--- src/rtl/nave_controle.sv ---
// Ship controller: ticked 4-way movement clamped to the playfield, plus the serve/launch FSM.
// Optional feature: define NAVE_ACCEL_EN for a per-axis speed ramp 1..STEP.
module nave_controle #(
  parameter int COORD_W  = 10,
  parameter int SCREEN_W = 640,
  parameter int SCREEN_H = 480,
  parameter int START_X  = 350,
  parameter int START_Y  = 240,
  parameter int STEP     = 2,
  parameter int TICK_DIV = 250000
) (
  input  logic               CLOCK_50,
  input  logic               reset_n,
  input  logic [3:0]         keysout,
  input  logic               lancar,
  input  logic               pausa,
  input  logic               reiniciarJogo,
  input  logic               bateu,
  input  logic [COORD_W-1:0] largura_nave,
  input  logic [COORD_W-1:0] altura_nave,
  output logic [COORD_W-1:0] x_nave,
  output logic [COORD_W-1:0] y_nave,
  output logic               iniciarBola,
  output logic               movendo,
  output logic               estado_dbg_o
);

  // Working width: one extra bit for the sum plus a sign bit for moves past zero.
  localparam int AW    = COORD_W + 2;
  localparam int CNT_W = (TICK_DIV > 1) ? $clog2(TICK_DIV) : 1;

  localparam logic [CNT_W-1:0]   CNT_MAX = CNT_W'(TICK_DIV - 1);
  localparam logic [AW-1:0]      TELA_W  = AW'(SCREEN_W);
  localparam logic [AW-1:0]      TELA_H  = AW'(SCREEN_H);
  localparam logic [AW-1:0]      PASSO   = AW'(STEP);
  localparam logic [COORD_W-1:0] X0      = COORD_W'(START_X);
  localparam logic [COORD_W-1:0] Y0      = COORD_W'(START_Y);

  typedef enum logic {ESPERA = 1'b0, VOO = 1'b1} estado_t;

  typedef struct packed {
    logic [COORD_W-1:0] pos;
    logic               clamp;
  } eixo_t;

  // One axis: step toward the single pressed key, then saturate to [0, tela-tam].
  // A size at or beyond the screen pins the axis to 0.
  function automatic eixo_t mover(
    input logic [COORD_W-1:0] pos,
    input logic               k_mais,
    input logic               k_menos,
    input logic [COORD_W-1:0] tam,
    input logic [AW-1:0]      tela,
    input logic [AW-1:0]      passo
  );
    logic signed [AW-1:0] lim;
    logic signed [AW-1:0] alvo;
    eixo_t                r;
    lim = $signed(tela) - $signed(AW'(tam));
    if (lim[AW-1]) lim = '0;
    alvo = $signed(AW'(pos));
    if (k_mais && !k_menos)      alvo = alvo + $signed(passo);
    else if (k_menos && !k_mais) alvo = alvo - $signed(passo);
    r.clamp = 1'b0;
    if (alvo[AW-1]) begin
      alvo    = '0;
      r.clamp = 1'b1;
    end else if (alvo > lim) begin
      alvo    = lim;
      r.clamp = 1'b1;
    end
    r.pos = alvo[COORD_W-1:0];
    return r;
  endfunction

  logic [CNT_W-1:0]   cnt_q, cnt_d;
  logic [COORD_W-1:0] x_q, x_d, y_q, y_d;
  logic               mov_q, mov_d;
  logic               lancar_q;
  logic               lancar_sobe;
  logic               tick;
  estado_t            estado_q, estado_d;
  logic [AW-1:0]      vel_x, vel_y;
  eixo_t              nx, ny;

  assign lancar_sobe = lancar && !lancar_q;

  assign nx = mover(x_q, keysout[0], keysout[1], largura_nave, TELA_W, vel_x);
  assign ny = mover(y_q, keysout[3], keysout[2], altura_nave,  TELA_H, vel_y);

  // Tick divider and position update; everything holds while paused.
  always_comb begin
    cnt_d = cnt_q;
    x_d   = x_q;
    y_d   = y_q;
    mov_d = 1'b0;
    tick  = 1'b0;
    if (!pausa) begin
      if (cnt_q == CNT_MAX) begin
        cnt_d = '0;
        tick  = 1'b1;
      end else begin
        cnt_d = cnt_q + 1'b1;
      end
    end
    if (tick) begin
      x_d   = nx.pos;
      y_d   = ny.pos;
      mov_d = (nx.pos != x_q) || (ny.pos != y_q);
    end
  end

`ifdef NAVE_ACCEL_EN
  logic [AW-1:0] vel_x_q, vel_x_d, vel_y_q, vel_y_d;

  // Speed grows by one per held tick up to STEP; release or a clamp restarts at 1.
  function automatic logic [AW-1:0] rampa(
    input logic [AW-1:0] v,
    input logic          ativo,
    input logic          clamp
  );
    if (!ativo || clamp) return AW'(1);
    if (v >= PASSO) return PASSO;
    return v + 1'b1;
  endfunction

  assign vel_x = vel_x_q;
  assign vel_y = vel_y_q;

  always_comb begin
    vel_x_d = vel_x_q;
    vel_y_d = vel_y_q;
    if (tick) begin
      vel_x_d = rampa(vel_x_q, keysout[0] ^ keysout[1], nx.clamp);
      vel_y_d = rampa(vel_y_q, keysout[2] ^ keysout[3], ny.clamp);
    end
  end

  always_ff @(posedge CLOCK_50) begin
    if (!reset_n || reiniciarJogo) begin
      vel_x_q <= AW'(1);
      vel_y_q <= AW'(1);
    end else begin
      vel_x_q <= vel_x_d;
      vel_y_q <= vel_y_d;
    end
  end
`else
  assign vel_x = PASSO;
  assign vel_y = PASSO;
`endif

  // Serve FSM: a launch only counts in ESPERA, a hit only counts in VOO.
  always_comb begin
    estado_d = estado_q;
    case (estado_q)
      ESPERA:  if (!pausa && lancar_sobe) estado_d = VOO;
      VOO:     if (!pausa && bateu)       estado_d = ESPERA;
      default: estado_d = ESPERA;
    endcase
  end

  always_ff @(posedge CLOCK_50) begin
    if (!reset_n || reiniciarJogo) begin
      cnt_q    <= '0;
      x_q      <= X0;
      y_q      <= Y0;
      mov_q    <= 1'b0;
      lancar_q <= 1'b0;
      estado_q <= ESPERA;
    end else begin
      cnt_q    <= cnt_d;
      x_q      <= x_d;
      y_q      <= y_d;
      mov_q    <= mov_d;
      lancar_q <= lancar;
      estado_q <= estado_d;
    end
  end

  assign x_nave       = x_q;
  assign y_nave       = y_q;
  assign movendo      = mov_q;
  assign iniciarBola  = (estado_q == VOO);
  assign estado_dbg_o = estado_q;

endmodule

--- config.mk ---
export PLATFORM = sky130hd
export DESIGN_NAME = nave_controle
export DESIGN_NICKNAME = d
export VERILOG_FILES = /design/src/rtl/nave_controle.sv
export SDC_FILE = /design/constraint.sdc
export NUM_CORES = 1
export LEC_CHECK = 0
export ABC_AREA = 1
export CORE_AREA = 4 4 89 91
export CTS_CLUSTER_SIZE = 14
export DETAILED_ROUTE_END_ITERATION = 6
export DIE_AREA = 0 0 93 95
export GPL_TIMING_DRIVEN = 1
export PLACE_DENSITY = 0.91
export SETUP_SLACK_MARGIN = 0.3
export SLEW_MARGIN = 20
export SYNTH_ARGS = -nofsm -noshare
export SYNTH_HDL_FRONTEND = slang
export SYNTH_SLANG_ARGS = --single-unit
--- constraint.sdc ---
create_clock -name CLOCK_50 -period 4.2 [get_ports CLOCK_50]
set_clock_uncertainty 0.05 [all_clocks]
set_input_delay 0.63 -clock CLOCK_50 [delete_from_list [all_inputs] [get_ports CLOCK_50]]
set_output_delay 0.63 -clock CLOCK_50 [all_outputs]
set_load 0.01 [all_outputs]
==> reports/summary.txt <==
Combinational Power Share -> 30.3%
fraction of registers with async set/reset -> 0%
number of DRC markers after the initial detailed-route iteration -> 386
cell with the most instances on the worst path -> sky130_fd_sc_hd__nand2_1
power density normalized to cell area -> 207 nW/um2
maximum buffer depth of the clock tree -> 2
Final Hold Vio Count -> 0
Cell Rows -> 31
detailed-route wire length -> 12000 um
gr usage total -> 25.4%
largest fanout on the critical path -> 8
cell at the slowest stage of the critical path -> sky130_fd_sc_hd__clkdlybuf4s50_1
filler cell count in the final layout -> 562
Crit Path Class -> input pin to flip-flop
remaining global-route overflow -> 0
leading cell type in the layout, fill and taps excluded -> sky130_fd_sc_hd__nand2_1
Final Non-Filler Cells -> 803
number of optimization iterations in the first detailed-route pass -> 6
DPL Wire Length -> 8820 um
switching power -> 331 uW
register share of total power -> 38.0%
clock network fraction of total power -> 31.7%
Starting Density -> 54.7%
netlist area before placement -> 3900 um2
Worst VDD drop -> 0.151 mV
setup TNS after final layout -> 0 ns
die outline height -> 95 um
required time of the worst setup path -> 4.34 ns
commonest cells after routing, fill and taps aside -> sky130_fd_sc_hd__nand2_1 (154), sky130_fd_sc_hd__inv_1 (82), sky130_fd_sc_hd__nand3_1 (73), sky130_fd_sc_hd__nor2_1 (67), sky130_fd_sc_hd__clkdlybuf4s50_1 (50)
routed wl met3 -> 898 um
gate count after technology mapping -> 641
TritonCTS clock tree -> yes
final routed DRC violation total -> 0
RD Place Congestion -> 0.938
Clock Pin Slew Worst Setup and Hold Paths -> 0.09 ns
leakage power of the design -> 0.00237 uW
critical path startpoint category -> input pin
count of warnings emitted by yosys -> 0
placed inst area -> 4500 um2
Finish-stage setup viols -> 0
net count after synthesis -> 698
CP arrival -> 3.90 ns
layout cells sized above 1 -> 12.9%
net switching fraction of the power -> 32.2%
post-route minimum period -> 3.76 ns
uppermost layer routed -> met4
via total after detailed routing -> 4665
fin area -> 4980 um2
routed vias/inst -> 5.81
WL met2 -> 5950 um
antenna violations before repair -> 0
Port Buf Inserts -> 52
worst skew pair latency -> 0.31 ns
share of synthesized area occupied by flip-flops and latches -> 21.0%
total clock buffers created by CTS -> 5
net count of the finished layout -> 760
synth-to-layout area growth -> 27.6%
number of violations of the max-capacitance limit -> 0
cell count after placement -> 784
Mapped Avg Cell Area -> 6.09 um2
transition time at the pin with the least slew margin -> 0.817 ns
total inserted antenna cells -> 0
main flop type after synthesis -> sky130_fd_sc_hd__dfxtp_1
largest net degree at the start of global routing -> 21
htree depth -> 2
CTS sink cnt -> 41
number of flops mapped to enable cells by yosys -> 0
post-synth cell types -> 44
area of the die -> 8840 um2
highest cell delay on the worst timing path -> 0.42 ns
crit share post-route -> 89.4%
final design utilization -> 69.8%
internal cell power -> 699 uW
boundary pin count -> 53
via count of the first global-routing pass -> 4193
core footprint -> 7140 um2
DRT met1 WL -> 4630 um
Final Max Slew Viols -> 0
max-slew headroom at the worst pin -> 45.4%
Root Driver -> sky130_fd_sc_hd__clkbuf_8
detailed-route wire length per cell -> 15.0 um
maximum frequency from static timing analysis -> 0.266 GHz
Setup crit end kind -> flip-flop
Routed Antenna Nets -> 0
status -> finished clean
number of flip-flops and latches in the synthesized netlist -> 41
class of the worst hold path -> flip-flop to flip-flop
chip width -> 93 um
RSZ-0062 raised after global routing -> no
wire length of the first global-routing pass -> 18700 um
-- worst max-delay path, delay by kind of cell --
family	cells	cell delay [ns]
simple gates	22	1.88
buf+inv	4	0.69
fa+ha+maj	2	0.42
compound gates	1	0.24
-- routing by layer --
layer,vias to the layer above,GRT usage (%)
li1,2251,-
met1,2098,31.1
met2,259,44.9
met3,57,1.91
met4,0,12.5
met5,-,0
-- power by group through the flow --
| stage | Combinational (uW) | Sequential (uW) | Clock (uW) |
|---|---|---|---|
| floorplan | 179 | 400 | 0 |
| global placement | 245 | 400 | 0 |
| detailed placement | 252 | 400 | 0 |
| CTS | 254 | 391 | 329 |
| global route | 344 | 391 | 347 |
| finish | 312 | 391 | 327 |
-- final timing paths --
path	startpoint	to	slack [ns]	cells past startpoint
min reg2reg	cnt_q[17]	cnt_q[17]	0.44	2
min	cnt_q[17]	cnt_q[17]	0.44	2
max reg2reg	x_nave[2]	movendo	0.74	21
max	largura_nave[1]	movendo	0.44	29
-- area by class of cell --
type	count	area, um2	share of cell area [%]
multi-input cells	497	2930	58.7
flip-flops and latches	41	821	16.5
inverters	91	344	6.91
well taps	99	124	2.49
repair buffers	67	654	13.1
clock buffers	5	68.8	1.38
clock inverters	3	43.8	0.879
-- cells by family after synthesis --
| group | count (synthesis) | share of synthesized area (%) |
|---|---|---|
| xor+xnor | 15 | 3.37 |
| simple gates | 391 | 46.1 |
| fa+ha+maj | 27 | 8.65 |
| buf+inv | 103 | 10.7 |
| flops | 41 | 21.0 |
| compound gates | 64 | 10.2 |
-- timing repair --
| action | 4_1_cts | 5_1_grt |
|---|---|---|
| setup endpoints to repair | 1 | 1 |
| buffers inserted | 0 | 11 |
| hold buffers | 0 | 0 |
| endpoints found under the hold margin | 0 | 0 |
| gates cloned | 0 | 0 |
| pin swaps | 0 | 14 |
| resized for setup | 1 | 63 |
-- sequential cells by signal (all words and copies together), names as in the netlist --
register	cells
x_nave	10
estado_dbg_o	1
cnt_q	18
movendo	1
y_nave	10
lancar_q	1
-- Yosys cell counts, types with 2 or more instances --
library cell	n	area, um2
sky130_fd_sc_hd__a211o_1	2	17.5
sky130_fd_sc_hd__a21o_1	3	22.5
sky130_fd_sc_hd__a21oi_1	14	70.1
sky130_fd_sc_hd__a22oi_1	10	75.1
sky130_fd_sc_hd__buf_2	3	15.0
sky130_fd_sc_hd__clkbuf_1	6	22.5
sky130_fd_sc_hd__clkinv_1	2	7.51
sky130_fd_sc_hd__dfxtp_1	41	821
sky130_fd_sc_hd__ha_1	27	338
sky130_fd_sc_hd__inv_1	87	327
sky130_fd_sc_hd__inv_2	2	7.51
sky130_fd_sc_hd__nand2_1	165	619
sky130_fd_sc_hd__nand2_2	7	43.8
sky130_fd_sc_hd__nand2_4	3	33.8
sky130_fd_sc_hd__nand3_1	78	390
sky130_fd_sc_hd__nand3_2	4	40.0
sky130_fd_sc_hd__nand3b_1	3	22.5
sky130_fd_sc_hd__nand4_1	26	163
sky130_fd_sc_hd__nor2_1	74	278
sky130_fd_sc_hd__nor3_1	15	75.1
sky130_fd_sc_hd__nor3_2	2	20.0
sky130_fd_sc_hd__nor4_1	5	31.3
sky130_fd_sc_hd__o21ai_0	16	80.1
sky130_fd_sc_hd__o22ai_1	9	56.3
sky130_fd_sc_hd__o31ai_1	2	15.0
sky130_fd_sc_hd__or2_2	4	25.0
sky130_fd_sc_hd__xnor2_1	4	35.0
sky130_fd_sc_hd__xor2_1	11	96.3
-- metrics by stage --
stage               total power, uW  setup slack (ns)  hold WS [ns]
global route                   1080             0.219         0.473
finish                         1030             0.443         0.442
CTS                             975             0.359         0.441
detailed placement              652          -0.00574         0.435
global placement                645            0.0329         0.422
floorplan                       580             0.827         0.395
(Power assumes the default switching activity.)
